==> config.mk <==
export PLATFORM = sky130hd
export DESIGN_NAME = photon_fifo_packetizer_hls_deadlock_reporter
export DESIGN_NICKNAME = d
export VERILOG_FILES = /design/src/rtl/pfp_dbg_pkg.sv /design/src/rtl/pfp_block_timeout.sv /design/src/rtl/photon_fifo_packetizer_hls_deadlock_reporter.sv
export SDC_FILE = /design/constraint.sdc
export NUM_CORES = 1
export LEC_CHECK = 0
export ABC_AREA = 0
export ABC_CLOCK_PERIOD_IN_PS = 5300
export CAP_MARGIN = 20
export CORE_AREA = 2 2 106 108
export DETAILED_ROUTE_END_ITERATION = 7
export DIE_AREA = 0 0 108 110
export DONT_BUFFER_PORTS = 1
export PLACE_DENSITY = 0.88
export SYNTH_ARGS = -nofsm -noshare
export SYNTH_HDL_FRONTEND = slang
export SYNTH_HIERARCHICAL = 1
export SYNTH_SLANG_ARGS = --single-unit
export TNS_END_PERCENT = 1
==> constraint.sdc <==
create_clock -name clock -period 5.3 [get_ports clock]
set_clock_uncertainty 0.2 [all_clocks]
set_input_delay 0.53 -clock clock [delete_from_list [all_inputs] [get_ports clock]]
set_output_delay 0.53 -clock clock [all_outputs]
set_load 0.05 [all_outputs]
==> src/rtl/pfp_dbg_pkg.sv <==
// +--------------------------------------------------------------------------+
// | pfp_dbg_pkg : shared types and report-word layout for the deadlock debug |
// | Rev 1.0                                                                  |
// +--------------------------------------------------------------------------+
`default_nettype none

package pfp_dbg_pkg;

  typedef enum logic [1:0] {
    ST_IDLE = 2'd0,
    ST_SEND = 2'd1,
    ST_HOLD = 2'd2
  } state_e;

  localparam int REPORT_W = 64;
  localparam int TS_LSB   = 32;
  localparam int IDX_LSB  = 24;
  localparam int RPT_LSB  = 16;
  localparam int MASK_LSB = 0;
  localparam int TS_W     = 32;
  localparam int IDX_W    = 8;
  localparam int RPT_W    = 8;
  localparam int MASK_W   = 16;

endpackage

`default_nettype wire

==> src/rtl/pfp_block_timeout.sv <==
// +--------------------------------------------------------------------------+
// | pfp_block_timeout : per-monitor consecutive-blocked-cycle qualifier      |
// | Rev 1.0                                                                  |
// +--------------------------------------------------------------------------+
`default_nettype none

module pfp_block_timeout #(
  parameter int TIMEOUT = 1024,
  parameter int CNT_W   = 16
) (
  input  logic clock,
  input  logic reset,
  input  logic i_block,
  input  logic i_clear,
  output logic o_fire
);

  localparam logic [CNT_W-1:0] c_LAST = CNT_W'(TIMEOUT - 1);

  logic [CNT_W-1:0] r_cnt;
  logic             w_at_last;

  assign w_at_last = (r_cnt == c_LAST);
  assign o_fire    = i_block & w_at_last;

  // Saturates at TIMEOUT-1 so a monitor that stays blocked keeps firing.
  always_ff @(posedge clock) begin
    if (reset || i_clear || !i_block) begin
      r_cnt <= '0;
    end else if (!w_at_last) begin
      r_cnt <= r_cnt + CNT_W'(1);
    end
  end

endmodule

`default_nettype wire

==> src/rtl/photon_fifo_packetizer_hls_deadlock_reporter.sv <==
// +--------------------------------------------------------------------------+
// | photon_fifo_packetizer_hls_deadlock_reporter : qualifies HLS block flags |
// | and emits one timestamped 64-bit AXI-Stream report word. Rev 1.0         |
// +--------------------------------------------------------------------------+
`default_nettype none

module photon_fifo_packetizer_hls_deadlock_reporter
  import pfp_dbg_pkg::*;
#(
  parameter int NUM_MON = 4,
  parameter int TIMEOUT = 1024,
  parameter int CNT_W   = 16
) (
  input  logic                clock,
  input  logic                reset,
  input  logic [NUM_MON-1:0]  i_block_in,
  input  logic                i_clear,
  output logic [REPORT_W-1:0] o_m_axis_tdata,
  output logic                o_m_axis_tvalid,
  input  logic                i_m_axis_tready,
  output logic                o_m_axis_tlast,
  output logic                o_deadlock,
  output logic [NUM_MON-1:0]  o_deadlock_mask
);

  state_e              r_state;
  state_e              w_state_nxt;
  logic [TS_W-1:0]     r_ts;
  logic [RPT_W-1:0]    r_rpt_cnt;
  logic [RPT_W-1:0]    w_rpt_nxt;
  logic [REPORT_W-1:0] r_tdata;
  logic                r_deadlock;
  logic [NUM_MON-1:0]  r_mask;
  logic [NUM_MON-1:0]  w_fire;
  logic [MASK_W-1:0]   w_fire_ext;
  logic [IDX_W-1:0]    w_idx;
  logic [REPORT_W-1:0] w_report;
  logic                w_any_fire;
  logic                w_clear_eff;
  logic                w_capture;

  // A pending report must not be disturbed, so clear only acts outside SEND.
  assign w_clear_eff = i_clear && (r_state != ST_SEND);
  assign w_any_fire  = |w_fire;
  assign w_capture   = (r_state == ST_IDLE) && !i_clear && w_any_fire;
  assign w_rpt_nxt   = r_rpt_cnt + RPT_W'(1);

  generate
    for (genvar gi = 0; gi < NUM_MON; gi++) begin : g_mon
      pfp_block_timeout #(
        .TIMEOUT (TIMEOUT),
        .CNT_W   (CNT_W)
      ) u_timeout (
        .clock   (clock),
        .reset   (reset),
        .i_block (i_block_in[gi]),
        .i_clear (w_clear_eff),
        .o_fire  (w_fire[gi])
      );
    end
  endgenerate

  // Lowest-numbered firing monitor wins the index field.
  always_comb begin
    w_fire_ext = '0;
    w_fire_ext[NUM_MON-1:0] = w_fire;
    w_idx = '0;
    for (int i = NUM_MON - 1; i >= 0; i--) begin
      if (w_fire[i]) begin
        w_idx = IDX_W'(i);
      end
    end
    w_report = '0;
    w_report[TS_LSB   +: TS_W]   = r_ts;
    w_report[IDX_LSB  +: IDX_W]  = w_idx;
    w_report[RPT_LSB  +: RPT_W]  = w_rpt_nxt;
    w_report[MASK_LSB +: MASK_W] = w_fire_ext;
  end

  always_comb begin
    w_state_nxt = r_state;
    case (r_state)
      ST_IDLE: if (w_capture)       w_state_nxt = ST_SEND;
      ST_SEND: if (i_m_axis_tready) w_state_nxt = ST_HOLD;
      ST_HOLD: if (i_clear)         w_state_nxt = ST_IDLE;
      default:                      w_state_nxt = ST_IDLE;
    endcase
  end

  always_ff @(posedge clock) begin
    if (reset) begin
      r_state    <= ST_IDLE;
      r_ts       <= '0;
      r_rpt_cnt  <= '0;
      r_tdata    <= '0;
      r_deadlock <= 1'b0;
      r_mask     <= '0;
    end else begin
      r_state <= w_state_nxt;
      r_ts    <= r_ts + TS_W'(1);
      r_mask  <= w_clear_eff ? '0 : (r_mask | w_fire);
      if (w_capture) begin
        r_tdata    <= w_report;
        r_rpt_cnt  <= w_rpt_nxt;
        r_deadlock <= 1'b1;
      end else if (w_clear_eff) begin
        r_deadlock <= 1'b0;
      end
    end
  end

  assign o_m_axis_tdata  = r_tdata;
  assign o_m_axis_tvalid = (r_state == ST_SEND);
  assign o_m_axis_tlast  = 1'b1;
  assign o_deadlock      = r_deadlock;
  assign o_deadlock_mask = r_mask;

endmodule

`default_nettype wire

# After elaboration in Yosys (flattened, before gate mapping)
# Cells that the tools add are included.
[totals] input_bits=8 output_inout_bits=71 register_bits=163 wordCells=59
[classes] bitwise_logic=5 mux=10 n_addsub=6 n_reduce_logical=18 n_eq_ne=10
[op_table] operator="16-bit by 1-bit adder with 16-bit output, second input constant" count=4
[op_table] operator="16-bit by 10-bit == test with 1-bit output, second input constant" count=4
[op_table] operator="32-bit by 1-bit adder with 32-bit output, second input constant" count=1
[op_table] operator="8-bit two-way mux" count=3
[op_table] operator="8-bit by 1-bit adder with 8-bit output, second input constant" count=1
[op_table] operator="2-bit two-way mux" count=4
[op_table] operator="2-bit case mux with 3 select lines" count=1
[op_table] operator="1-bit zero test" count=5
[op_table] operator="1-bit logical OR" count=5
[op_table] operator="1-bit AND" count=4
[op_table] operator="2-bit by 1-bit inequality test with 1-bit output, second input constant" count=2
[op_table] operator="2-bit inequality test, second input constant" count=2
[op_table] operator="4-bit bitwise OR" count=1
[op_table] operator="4-bit OR reduction" count=1
[op_table] operator="1-bit logical AND" count=3
[op_table] operator="3-bit AND reduction" count=1
[op_table] operator="2-bit by 1-bit == test with 1-bit output, second input constant" count=1
[op_table] operator="2-bit == test, second input constant" count=1
[op_table] operator="2-bit zero test" count=1
[op_table] operator="1-bit two-way mux" count=2
[op_table] operator="2-bit nonzero test" count=1
[op_table] operator="2-bit OR reduction" count=1

# Longest topological paths before layout
# Gate-level depths: netlist (run 1).
[logic_depth] word_depth=6 depth_mapped=10 mapped_depth_nobuf=8

# By module
# The synthesis (run 1) kept the hierarchy.
[modules_own_cells] module="photon_fifo_packetizer_hls_deadlock_reporter" seq_area_each_um2=1701.6 cells_per_inst=427 area_each_um2=3507.1 n_inst=1
[modules_own_cells] module="pfp_block_timeout" seq_area_each_um2=320.3 cells_per_inst=90 area_each_um2=818.3 n_inst=4

# Worst setup path before layout (run 1)
# OpenSTA, ideal clock, no wires.
[synth_timing] kind="register to register" startpoint="reg g_mon[0].u_timeout.r_cnt[0]" endpoint="reg r_tdata[38], in the netlist o_m_axis_tdata[38]" stages_incl_launch_ff=11 arrival_time_ps=2407 setup_ps=70 path_slack_ps=2623 t_required_ps=5030 period_less_slack_ps=2677 n_path_buf=2 path_cell_list="dfxtp_1 -> ha_1 -> and3_1 -> nand4_2 -> nor2_1 -> nor4_2 -> nand2b_1 -> buf_2 -> buf_1 -> nand2_1 -> a21oi_1"
[synth_between] elab_chain_cells=4
[synth_lines] item="start: declaration" line_no="pfp_block_timeout.sv:20" rtl="logic [CNT_W-1:0] r_cnt;"
[synth_lines] item="start signal: assignment" line_no="pfp_block_timeout.sv:31" rtl="r_cnt <= r_cnt + CNT_W'(1);"
[synth_lines] item="16-bit by 10-bit == test with 1-bit output" line_no="pfp_block_timeout.sv:23" rtl="assign w_at_last = (r_cnt == c_LAST);"
[synth_lines] item="1-bit AND" line_no="pfp_block_timeout.sv:24" rtl="assign o_fire = i_block & w_at_last;"
[synth_lines] item="named net w_fire[0]" line_no="photon_fifo_packetizer_hls_deadlock_reporter.sv:34" rtl="logic [NUM_MON-1:0] w_fire;"
[synth_lines] item="4-bit OR reduction" line_no="photon_fifo_packetizer_hls_deadlock_reporter.sv:44" rtl="assign w_any_fire = |w_fire;"
[synth_lines] item="1-bit logical AND" line_no="photon_fifo_packetizer_hls_deadlock_reporter.sv:45" rtl="assign w_capture = (r_state == ST_IDLE) && !i_clear && w_any_fire;"
[synth_lines] item="end signal: assignment" line_no="photon_fifo_packetizer_hls_deadlock_reporter.sv:103" rtl="r_tdata <= w_report;"
[synth_lines] item="end: declaration" line_no="photon_fifo_packetizer_hls_deadlock_reporter.sv:31" rtl="logic [REPORT_W-1:0] r_tdata;"
# The timed path passes the listed nets, and every way through them passes these cells.
# A chain may end at the register's enable or synchronous reset.

# Worst setup path in the final report (run 1)
[layout_timing] startpoint="reg g_mon[1].u_timeout.r_cnt[0]" endpoint="reg r_tdata[53], in the netlist o_m_axis_tdata[53]"
[layout_between] elab_chain_cells=4
[layout_lines] item="start: declaration" line_no="pfp_block_timeout.sv:20"
[layout_lines] item="start signal: assignment" line_no="pfp_block_timeout.sv:31"
[layout_lines] item="16-bit by 10-bit == test with 1-bit output" line_no="pfp_block_timeout.sv:23"
[layout_lines] item="1-bit AND" line_no="pfp_block_timeout.sv:24"
[layout_lines] item="named net w_fire[1]" line_no="photon_fifo_packetizer_hls_deadlock_reporter.sv:34"
[layout_lines] item="4-bit OR reduction" line_no="photon_fifo_packetizer_hls_deadlock_reporter.sv:44"
[layout_lines] item="1-bit logical AND" line_no="photon_fifo_packetizer_hls_deadlock_reporter.sv:45"
# The timed path passes the listed nets, and every way through them passes these cells.

==> results of run 1 <==
## area by class of cell
cell class	instances	area (sq um)
clock buffers	24	470
inverters	13	48.8
well taps	140	175
repair buffers	8	75.1
fillers	778	3300
clock inverters	7	97.6
multi-input cells	592	3550
flip-flops and latches	149	2980
## cell usage in the layout, fill, tap and decap left out, types with 19 or more instances in the layout
cell type / n
sky130_fd_sc_hd__or4_1: 19
sky130_fd_sc_hd__dfxtp_1: 149
sky130_fd_sc_hd__nor2_1: 69
sky130_fd_sc_hd__o21ai_0: 21
sky130_fd_sc_hd__nand2_1: 117
sky130_fd_sc_hd__xnor2_1: 29
sky130_fd_sc_hd__nand3_1: 27
sky130_fd_sc_hd__nand4_1: 28
sky130_fd_sc_hd__conb_1: 19
sky130_fd_sc_hd__a21oi_1: 70
## power by group
part	leakage (nW)	total [mW]	switching [mW]	internal [mW]
logic	1.11	0.0683	0.0570	0.0113
registers	1.20	1.13	0.00593	1.12
clock network	0.271	1.15	0.442	0.706
## routing by layer
layer	vias to the layer above	part of all wire (%)	global-route usage, %
met5	-	0	0
met4	0	3.0	13.6
met3	42	6.7	8.05
met2	192	50	45.7
met1	2777	40	29.0
li1	2821	-	-
## worst min path at each step
stage | startpoint | endpoint | slack (ps) | cells past startpoint
4_1_cts | reset | o_deadlock_mask[2]$_SDFF_PP0_ | 10 | 2
3_3_place_gp | r_ts[31]$_SDFF_PP0_ | o_m_axis_tdata[63]$_SDFFE_PP0P_ | 240 | 2
3_5_place_dp | r_ts[28]$_SDFF_PP0_ | o_m_axis_tdata[60]$_SDFFE_PP0P_ | 270 | 2
5_1_grt | reset | g_mon[0].u_timeout/r_cnt[3]$_SDFFE_PP0P_ | 40 | 3
6_report | reset | o_deadlock_mask[2]$_SDFF_PP0_ | 30 | 2
2_1_floorplan | r_ts[31]$_SDFF_PP0_ | o_m_axis_tdata[63]$_SDFFE_PP0P_ | 240 | 2
## logic make-up (layout without fill, tap and decap cells)
group           after synthesis  in the layout  synth area share (%)
other cells                   2             19                 0.111
simple gates                367            367                  30.1
flops                       149            149                  44.0
xor+xnor                     35             35                  4.52
compound gates              157            157                  14.3
buf+inv                      63             52                  4.63
fa+ha+maj                     6              6                  1.11
mux                           8              8                  1.18
## registers in the layout (all words and copies together) (netlist names)
register / count
o_deadlock_mask: 4
r_state: 2
o_deadlock: 1
r_ts: 32
o_m_axis_tdata: 39
g_mon.u_timeout/r_cnt: 64
r_rpt_cnt: 7
## stage by stage
step                util [%]  std cells  worst slack [ps]
floorplan                  -        804              2620
CTS                     69.1        932              1800
global route            69.2        933              1510
finish                  69.2        933              1780
detailed placement      63.5        899              1870
global placement        63.3        896              2030
## critical path, cell delays in order, from the launching register on
cell and delay (ps):
sky130_fd_sc_hd__dfxtp_1 360, sky130_fd_sc_hd__ha_1 260, sky130_fd_sc_hd__and3_1 250, sky130_fd_sc_hd__nand4_2 190, sky130_fd_sc_hd__nor2_1 140, sky130_fd_sc_hd__nor4_2 720, sky130_fd_sc_hd__nand2b_1 680, sky130_fd_sc_hd__buf_4 380
sky130_fd_sc_hd__nand2_1 90, sky130_fd_sc_hd__a21oi_1 180
## what timing repair did
item                       in CTS  in global routing
hold buffers                    2                  0
setup endpoints to repair       0                  0
hold endpoints to repair       81                  0
setup buffers                   0                  0
==> out/qor.tcl, run 1 <==
set qor(globalplace.congestion) 0.882
set qor(element_type_at_the_critical_path_start) {register}
set qor(critPathCaptureType) {register}
set qor(finalSetupTns_ps) 0
set qor(timing.final.crit_share_pct) 66.4
set qor(clockRootBuffer) {sky130_fd_sc_hd__clkbuf_8}
set qor(critPathMaxFanout) 22
set qor(area_leader_netlist) {sky130_fd_sc_hd__dfxtp_1}
set qor(drt_iter0_drc) 426
set qor(timing.critical_path.from) {g_mon[1].u_timeout/r_cnt[0]$_SDFFE_PP0P_}
set qor(placement.io_buffers) 0
set qor(hold_viol_final) 0
set qor(via_count) 5832
set qor(synth.avg_cell_area_sq_um) 8.62
set qor(start_util_pct) 63.4
set qor(worstHoldPathType) {input port to register}
set qor(worst-slew-pin-transition_ps) 795
set qor(worst_r2r_path_depth) 9
set qor(first_global_vias) 5557
set qor(post-synth-top-count-cell) {sky130_fd_sc_hd__dfxtp_1}
set qor(fin_worst_hold_slack_ps) 32.8
set qor(worst-r2r-setup-slack_ps) 1780
set qor(yosys_reg_bits) 149
set qor(drc_errors) 0
set qor(worstSetupPathType) {register to register}
set qor(power.leakage_nw) 2.59
set qor(synth_top_flop_cell) {sky130_fd_sc_hd__dfxtp_1}
set qor(timing.critical_path.arrival_ps) 3770
set qor(tritoncts_num_sinks) 149
set qor(synth.cells.most_frequent) {sky130_fd_sc_hd__dfxtp_1, sky130_fd_sc_hd__nand2_1, sky130_fd_sc_hd__a21oi_1, sky130_fd_sc_hd__nor2_1, sky130_fd_sc_hd__xnor2_1}
set qor(grt_pass1_wl_mm) 24.8
set qor(floorplan.die.height_microns) 110
set qor(viasPerCell) 6.25
set qor(critical_path.reg2reg.endpoint) {o_m_axis_tdata[53]$_SDFFE_PP0P_}
set qor(layout-drive-gt1-share_pct) 8.95
set qor(r2r_start) {g_mon[1].u_timeout/r_cnt[0]$_SDFFE_PP0P_}
set qor(cts.htree.levels) 4
set qor(ir_worst_vdd_v) 0.000192
set qor(floorplan.die.width_microns) 108
set qor(cts_tree) {done}
set qor(clk_latency_ps) 520
set qor(final_net_count) 795
set qor(grt_antenna_before_repair) 0
set qor(synth-edff-count) 0
set qor(clk_transition_reported_paths_ps) 60
set qor(final_period_minus_worst_setup_slack_ps) 3520
set qor(synth-seq-area-share_pct) 44.0
set qor(max_cap_violations) 0
set qor(mappedNetlistArea_sq_mm) 0.00678
set qor(required_ps) 5550
set qor(insertedDiodeCount) 0
set qor(core_rows) 38
set qor(design_power_total_mw) 2.35
set qor(crit_path_end) {o_m_axis_tdata[53]$_SDFFE_PP0P_}
set qor(power_density_mw_per_mm2) 317
set qor(synthArstFlopShare_pct) 0
set qor(drtAntennaViolNets) 0
set qor(clock_tree.buffer_depth) 2
set qor(final-setup-viol-count) 0
set qor(largest_cells_by_area_after_synthesis) {sky130_fd_sc_hd__dfxtp_1, sky130_fd_sc_hd__nand2_1, sky130_fd_sc_hd__a21oi_1, sky130_fd_sc_hd__nor2_1, sky130_fd_sc_hd__xnor2_1}
set qor(proportion_of_netlist_area_held_by_the_largest_area_contributor_pct) 44.0
set qor(coreArea_sq_mm) 0.0107
set qor(boundary_pin_count) 79
set qor(dieArea_sq_mm) 0.0119
set qor(maxSlewHeadroom_pct) 46.6
set qor(hpwlAfterDp_mm) 10.1
set qor(grt_setup_unrepaired) {no}
set qor(grt_util_all_layers_pct) 26.2
set qor(layout-area-overhead-vs-synth_pct) 9.13
set qor(wire_per_inst_microns) 16.1
set qor(synth.distinct_cells) 47
set qor(synthesis.instances) 787
set qor(timing.final.max_slew_violations) 0
set qor(total_wire_length_after_detailed_routing_mm) 15.0
set qor(post_cts.resized_instances) 0
set qor(global_route.overflow_total) 0
set qor(grt_max_degree) 82
set qor(cts-buffers-inserted) 17
set qor(post-route-cell-area_sq_mm) 0.00740
set qor(max_freq_mhz) 284
set qor(drt-pass1-iter-count) 5
set qor(ys_warn_count) 6
set qor(post_dp_cell_area_sq_mm) 0.00679
set qor(run_status) {complete, no violations}
No activity file was read; power rests on OpenSTA's default activity.
==> run 2: changes to the inputs <==
Settings changed: ABC_CLOCK_PERIOD_IN_PS 5300 to 3200, CORE_AREA 2 2 106 108 to 2 2 113 115, DIE_AREA 0 0 108 110 to 0 0 115 117, PLACE_DENSITY 0.88 to 0.83.
Clock period 5.3 ns to 3.2 ns, I/O delays scaled along.
==> out/qor.tcl, run 2 (synthesized netlist as in run 1, its figures left out) <==
set qor(grt_antenna_before_repair) 0
set qor(timing.final.max_slew_violations) 0
set qor(required_ps) 3320
set qor(finalSetupTns_ps) 0
set qor(cts-buffers-inserted) 17
set qor(final-instance-count-excl-fill) 948
set qor(finalWorstSetupSlack_ps) 396
set qor(power.leakage_nw) 2.61
set qor(hold_viol_final) 0
set qor(sw_frac_of_total_pct) 22.7
set qor(power_density_mw_per_mm2) 527
set qor(final-setup-viol-count) 0
set qor(portion_of_total_power_attributed_to_combinational_logic_pct) 3.0
set qor(power_report.internal_total_mw) 3.04
set qor(final_period_minus_worst_setup_slack_ps) 2800
set qor(worst-slew-pin-transition_ps) 665
set qor(first_global_vias) 5010
set qor(viasPerCell) 5.95
set qor(placement.io_buffers) 0
set qor(layout_common_cells) {sky130_fd_sc_hd__dfxtp_1, sky130_fd_sc_hd__nand2_1, sky130_fd_sc_hd__a21oi_1, sky130_fd_sc_hd__nor2_1, sky130_fd_sc_hd__xnor2_1}
set qor(timing.critical_path.arrival_ps) 2920
set qor(critPathCaptureType) {register}
set qor(cts_tree) {done}
set qor(hpwlAfterDp_mm) 9.53
set qor(worstSetupPathDepth) 10
set qor(cp_cell_sequence) {ha_1 -> and3_1 -> nand4_2 -> nor2_1 -> nor4_2 -> buf_4 -> nor2_2 -> buf_4 -> xnor2_1 -> nor2_1}
set qor(floorplan.die.width_microns) 115
set qor(clock_tree.buffer_depth) 2
set qor(cpLargestDelayFamily) {simple AND/OR/NAND/NOR gates}
set qor(drtAntennaViolNets) 0
set qor(layout-drive-gt1-share_pct) 9.90
set qor(element_type_at_the_critical_path_start) {register}
set qor(layout-area-overhead-vs-synth_pct) 10.2
set qor(floorplan.die.height_microns) 117
set qor(grt_pass1_wl_mm) 23.8
set qor(drc_errors) 0
set qor(pwr-share-clk_pct) 49.5
set qor(design_power_total_mw) 3.93
set qor(final-seq-area_sq_mm) 0.00298
set qor(clockRootBuffer) {sky130_fd_sc_hd__clkbuf_16}
set qor(worst_r2r_path_depth) 10
set qor(area_taken_by_multi_input_logic_gates_sq_mm) 0.00355
set qor(maxSlewHeadroom_pct) 55.6
set qor(clk_transition_reported_paths_ps) 60
set qor(finalCoreUtilization_pct) 60.7
set qor(gr-usage-met2_pct) 34.7
set qor(globalplace.congestion) 0.874
set qor(critPathMaxFanout) 36
set qor(largest_reg_flops) 64
set qor(regMostFlops) {g_mon.u_timeout/r_cnt}
set qor(grtUsageMet1_pct) 28.3
set qor(worstHoldPathType) {input port to register}
set qor(max_cap_violations) 0
set qor(max_freq_mhz) 357
set qor(cts_post_setup_buffers_inserted) 0
set qor(grt_setup_unrepaired) {no}
set qor(timing.critical_path.from) {g_mon[2].u_timeout/r_cnt[0]$_SDFFE_PP0P_}
set qor(coreArea_sq_mm) 0.0123
set qor(total_wire_length_after_detailed_routing_mm) 14.6
set qor(r2r_start) {g_mon[2].u_timeout/r_cnt[0]$_SDFFE_PP0P_}
set qor(boundary_pin_count) 79
set qor(worstSetupPathType) {register to register}
set qor(slowest_delay_ps) 420
set qor(drt_iter0_drc) 504
set qor(worst-r2r-setup-slack_ps) 400
set qor(cts.htree.levels) 4
set qor(core_rows) 41
set qor(critical_path.reg2reg.endpoint) {r_rpt_cnt[0]$_SDFFE_PP0P_}
set qor(insertedDiodeCount) 0
set qor(grt_util_all_layers_pct) 22.3
set qor(start_util_pct) 55.1
set qor(drt-pass1-iter-count) 5
set qor(final_common_cell) {sky130_fd_sc_hd__dfxtp_1}
set qor(power.share.sequential_pct) 47.6
set qor(switchingPower_mw) 0.893
set qor(clk_latency_ps) 440
set qor(run_status) {complete, no violations}
set qor(place.detailed.instances) 915
set qor(cp.buffers_inverters) 2
set qor(preCtsSetupSlack_ps) 421
set qor(slowest_stage) {sky130_fd_sc_hd__dfxtp_1}
set qor(via_count) 5642
set qor(tritoncts_num_sinks) 149
set qor(dieArea_sq_mm) 0.0135
set qor(final_net_count) 801
set qor(wire_per_inst_microns) 15.4
set qor(crit_path_end) {r_rpt_cnt[0]$_SDFFE_PP0P_}
set qor(ir_worst_vdd_v) 0.000382
set qor(met3_track_usage_gr_pct) 8.29
set qor(fill_cells) 1026
set qor(timing.final.crit_share_pct) 87.6
set qor(grt_busiest_layer) {met2}
set qor(global_route.overflow_total) 0
set qor(grt_max_degree) 83
-- run 2: stage by stage --
step	area (sq um)	hold slack (ps)
6_report	7470	38.4
5_1_grt	7470	56.3
4_1_cts	7470	30.3
3_5_place_dp	6850	215
3_3_place_gp	6850	202
2_1_floorplan	6840	240
-- run 2: power groups by stage --
stage                     Sequential, mW  Combinational (mW)  Clock [mW]
final                               1.87               0.117        1.95
after global routing                1.87               0.125        2.05
after CTS                           1.87               0.115        1.97
after detailed placement            1.91              0.0930           0
after global placement              1.91              0.0923           0
after floorplan                     1.91               0.114           0
-- run 2: worst min-delay path by stage --
stage,depth (start not counted),slack [ps],endpoint,start
floorplan,2,240,o_m_axis_tdata[63]$_SDFFE_PP0P_,r_ts[31]$_SDFF_PP0_
global placement,1,200,r_rpt_cnt[1]$_SDFFE_PP0P_,reset
detailed placement,1,210,o_m_axis_tdata[24]$_SDFFE_PP0P_,reset
CTS,4,30,g_mon[1].u_timeout/r_cnt[4]$_SDFFE_PP0P_,reset
global route,4,60,g_mon[2].u_timeout/r_cnt[2]$_SDFFE_PP0P_,reset
finish,4,40,g_mon[2].u_timeout/r_cnt[4]$_SDFFE_PP0P_,reset
-- run 2: cell type report --
class | instances | area share (%)
multi-input combinational | 592 | 47.5
sequential | 149 | 39.9
clock buffer | 18 | 5.88
tap | 150 | 2.51
clock inverter | 12 | 1.76
timing repair buffer | 14 | 1.74
inverter | 13 | 0.653
-- run 2: what timing repair did --
item                                   4_1_cts  5_1_grt
hold buffers                                 3        0
resized for setup                            0        0
endpoints found under the hold margin       85        0
-- run 2: per-layer routing --
| layer | vias to the layer above | share of wire (%) |
|---|---|---|
| met3 | 16 | 6.6 |
| met1 | 2651 | 46 |
| met2 | 147 | 46 |
| met5 | - | 0 |
| li1 | 2828 | - |
| met4 | 0 | 1.5 |
-- run 2: worst min-delay path, delay by kind of cell --
family	cells	cell delay, ps
buffers and inverters	1	170
AO/OA/AOI/OAI	2	120
AND/OR/NAND/NOR	1	30
==> run 3: changes to the inputs <==
--- a/config.mk
+++ b/config.mk
@@ -14,2 +14,3 @@
 export DONT_BUFFER_PORTS = 1
+export GPL_TIMING_DRIVEN = 0
 export PLACE_DENSITY = 0.83
==> constraint.sdc (replaced) <==
create_clock -name clock -period 3.2 [get_ports clock]
set_clock_uncertainty 0.2 [all_clocks]
set_input_delay 0 -clock clock [delete_from_list [all_inputs] [get_ports clock]]
set_output_delay 0 -clock clock [all_outputs]
set_load 0.05 [all_outputs]
==> out/qor.tcl, run 3 (synthesized netlist as in run 1, its figures left out) <==
set qor(hold_path.startpoint) {i_clear}
set qor(grt_setup_unrepaired) {no}
set qor(grt_util_all_layers_pct) 23.5
set qor(grt_pass1_wl_mm) 25.2
set qor(placement.io_buffers) 0
set qor(cts.htree.levels) 4
set qor(grt_max_degree) 17
set qor(layout_common_cells) {sky130_fd_sc_hd__dfxtp_1, sky130_fd_sc_hd__nand2_1, sky130_fd_sc_hd__a21oi_1, sky130_fd_sc_hd__nor2_1, sky130_fd_sc_hd__xnor2_1}
set qor(max_cap_violations) 0
set qor(cpLargestDelayFamily) {simple AND/OR/NAND/NOR gates}
set qor(r2r_start) {g_mon[2].u_timeout/r_cnt[0]$_SDFFE_PP0P_}
set qor(element_type_at_the_critical_path_start) {register}
set qor(hold_viol_final) 0
set qor(worst-r2r-setup-slack_ps) 300
set qor(cts_tree) {done}
set qor(hpwlAfterDp_mm) 10.3
set qor(slowest_delay_ps) 430
set qor(required_ps) 3340
set qor(final-setup-viol-count) 0
set qor(floorplan.die.width_microns) 115
set qor(run_status) {complete, no violations}
set qor(start_util_pct) 55.1
set qor(coreArea_sq_mm) 0.0123
set qor(timing.final.crit_share_pct) 90.6
set qor(drc_errors) 0
set qor(largest_reg_flops) 64
set qor(critPathCaptureType) {register}
set qor(power_density_mw_per_mm2) 526
set qor(worst_r2r_path_depth) 9
set qor(dieArea_sq_mm) 0.0135
set qor(boundary_pin_count) 79
set qor(area_taken_by_multi_input_logic_gates_sq_mm) 0.00357
set qor(drt_iter0_drc) 446
set qor(globalplace.congestion) 0.865
set qor(hold_end) {o_m_axis_tdata[25]$_SDFFE_PP0P_}
set qor(viasPerCell) 5.93
set qor(final_net_count) 850
set qor(insertedDiodeCount) 0
set qor(final_period_minus_worst_setup_slack_ps) 2900
set qor(via_count) 5922
set qor(cp_cell_sequence) {ha_1 -> and3_1 -> nand4_2 -> nor2_2 -> nor4_4 -> nor2_4 -> clkbuf_1 -> nand2_1 -> a21oi_1}
set qor(grt_antenna_before_repair) 0
set qor(max_freq_mhz) 345
set qor(timing.critical_path.arrival_ps) 3040
set qor(worstSetupPathType) {register to register}
set qor(worst-slew-pin-transition_ps) 661
set qor(regMostFlops) {g_mon.u_timeout/r_cnt}
set qor(clk_latency_ps) 420
set qor(total_wire_length_after_detailed_routing_mm) 15.3
set qor(cp.buffers_inverters) 1
set qor(finalSetupTns_ps) 0
set qor(core_rows) 41
set qor(clock_tree.buffer_depth) 2
set qor(critPathMaxFanout) 10
set qor(critical_path.reg2reg.endpoint) {o_m_axis_tdata[35]$_SDFFE_PP0P_}
set qor(design_power_total_mw) 4.11
set qor(slowest_stage) {sky130_fd_sc_hd__dfxtp_1}
set qor(maxSlewHeadroom_pct) 55.8
set qor(fill_cells) 1002
set qor(clk_transition_reported_paths_ps) 60
set qor(drtAntennaViolNets) 0
set qor(global_route.overflow_total) 0
set qor(layout-area-overhead-vs-synth_pct) 15.3
set qor(first_global_vias) 5314
set qor(final_common_cell) {sky130_fd_sc_hd__dfxtp_1}
set qor(wire_per_inst_microns) 15.3
set qor(drt-pass1-iter-count) 5
set qor(cts-buffers-inserted) 17
set qor(tritoncts_num_sinks) 149
set qor(power.leakage_nw) 2.78
set qor(hold_depth) 5
set qor(ir_worst_vdd_v) 0.000376
set qor(final-seq-area_sq_mm) 0.00298
set qor(floorplan.die.height_microns) 117
set qor(timing.final.max_slew_violations) 0
set qor(worstHoldPathType) {input port to register}
set qor(layout-drive-gt1-share_pct) 11.8
set qor(clockRootBuffer) {sky130_fd_sc_hd__clkbuf_16}
## run 3: cell count changes in the layout (fill, tap and decap cells not counted), sizes merged
cell,previous run,this run
clkbuf,18,43
buf,12,26
dlygate4sd3,2,12
bufinv,2,4
clkinv,4,2
inv,15,17
## run 3: where the power goes
part           switching, mW  leakage [nW]  internal, mW
clock                  0.778         0.294          1.31
combinational          0.107          1.29        0.0411
sequential           0.00838          1.20          1.86
## run 3: worst max-delay path by stage
stage,start,endpoint,cells after the start
2_1_floorplan,g_mon[0].u_timeout/r_cnt[0]$_SDFFE_PP0P_,o_m_axis_tdata[38]$_SDFFE_PP0P_,10
4_1_cts,g_mon[1].u_timeout/r_cnt[0]$_SDFFE_PP0P_,o_m_axis_tdata[61]$_SDFFE_PP0P_,9
3_5_place_dp,g_mon[0].u_timeout/r_cnt[0]$_SDFFE_PP0P_,o_m_axis_tdata[57]$_SDFFE_PP0P_,10
6_report,g_mon[2].u_timeout/r_cnt[0]$_SDFFE_PP0P_,o_m_axis_tdata[35]$_SDFFE_PP0P_,9
3_3_place_gp,g_mon[0].u_timeout/r_cnt[0]$_SDFFE_PP0P_,o_m_axis_tdata[54]$_SDFFE_PP0P_,10
5_1_grt,g_mon[3].u_timeout/r_cnt[0]$_SDFFE_PP0P_,o_m_axis_tdata[35]$_SDFFE_PP0P_,9
## run 3: area by class of cell
type                            count  share of cell area (%)
Multi-Input combinational cell    592                    45.7
Sequential cell                   149                    38.2
Clock buffer                       18                    5.49
Buffer                             50                    3.44
Clock inverter                     14                    2.54
Tap cell                          150                    2.40
Timing Repair Buffer               13                    1.63
Inverter                           13                   0.624
## run 3: worst min-delay path, delay by kind of cell
family / cells / cell delay (ps)
buffers and inverters: 1 / 400
AND/OR/NAND/NOR: 4 / 310
## run 3: per-stage QoR
stage / hold WS, ps / cell area, sq um / instances / util [%] / worst slack, ps
6_report: 142 / 7820 / 999 / 63.5 / 301
5_1_grt: 166 / 7820 / 999 / 63.5 / 78.2
4_1_cts: 63.8 / 7790 / 998 / 63.3 / 20.9
3_5_place_dp: -25.5 / 7030 / 954 / 57.1 / -223
3_3_place_gp: -27.2 / 7030 / 954 / 57.1 / -193
2_1_floorplan: -38.0 / 6840 / 804 / - / 523
## run 3: layer usage
layer	share of wire, %	track usage, %	vias up	wire length (microns)
met1	42	27.9	2759	6420
met2	48	38.4	207	7290
met3	9.0	8.86	24	1380
li1	-	-	2932	-
met4	1.5	10.0	0	236
met5	0	0	-	0
## run 3: repair_timing
action | 4_1_cts | 5_1_grt
pin swaps | 0 | 1
buffers inserted | 0 | 1
setup endpoints to repair | 30 | 30
hold endpoints to repair | 56 | 0
hold buffers | 12 | 0
resized for setup | 4 | 7
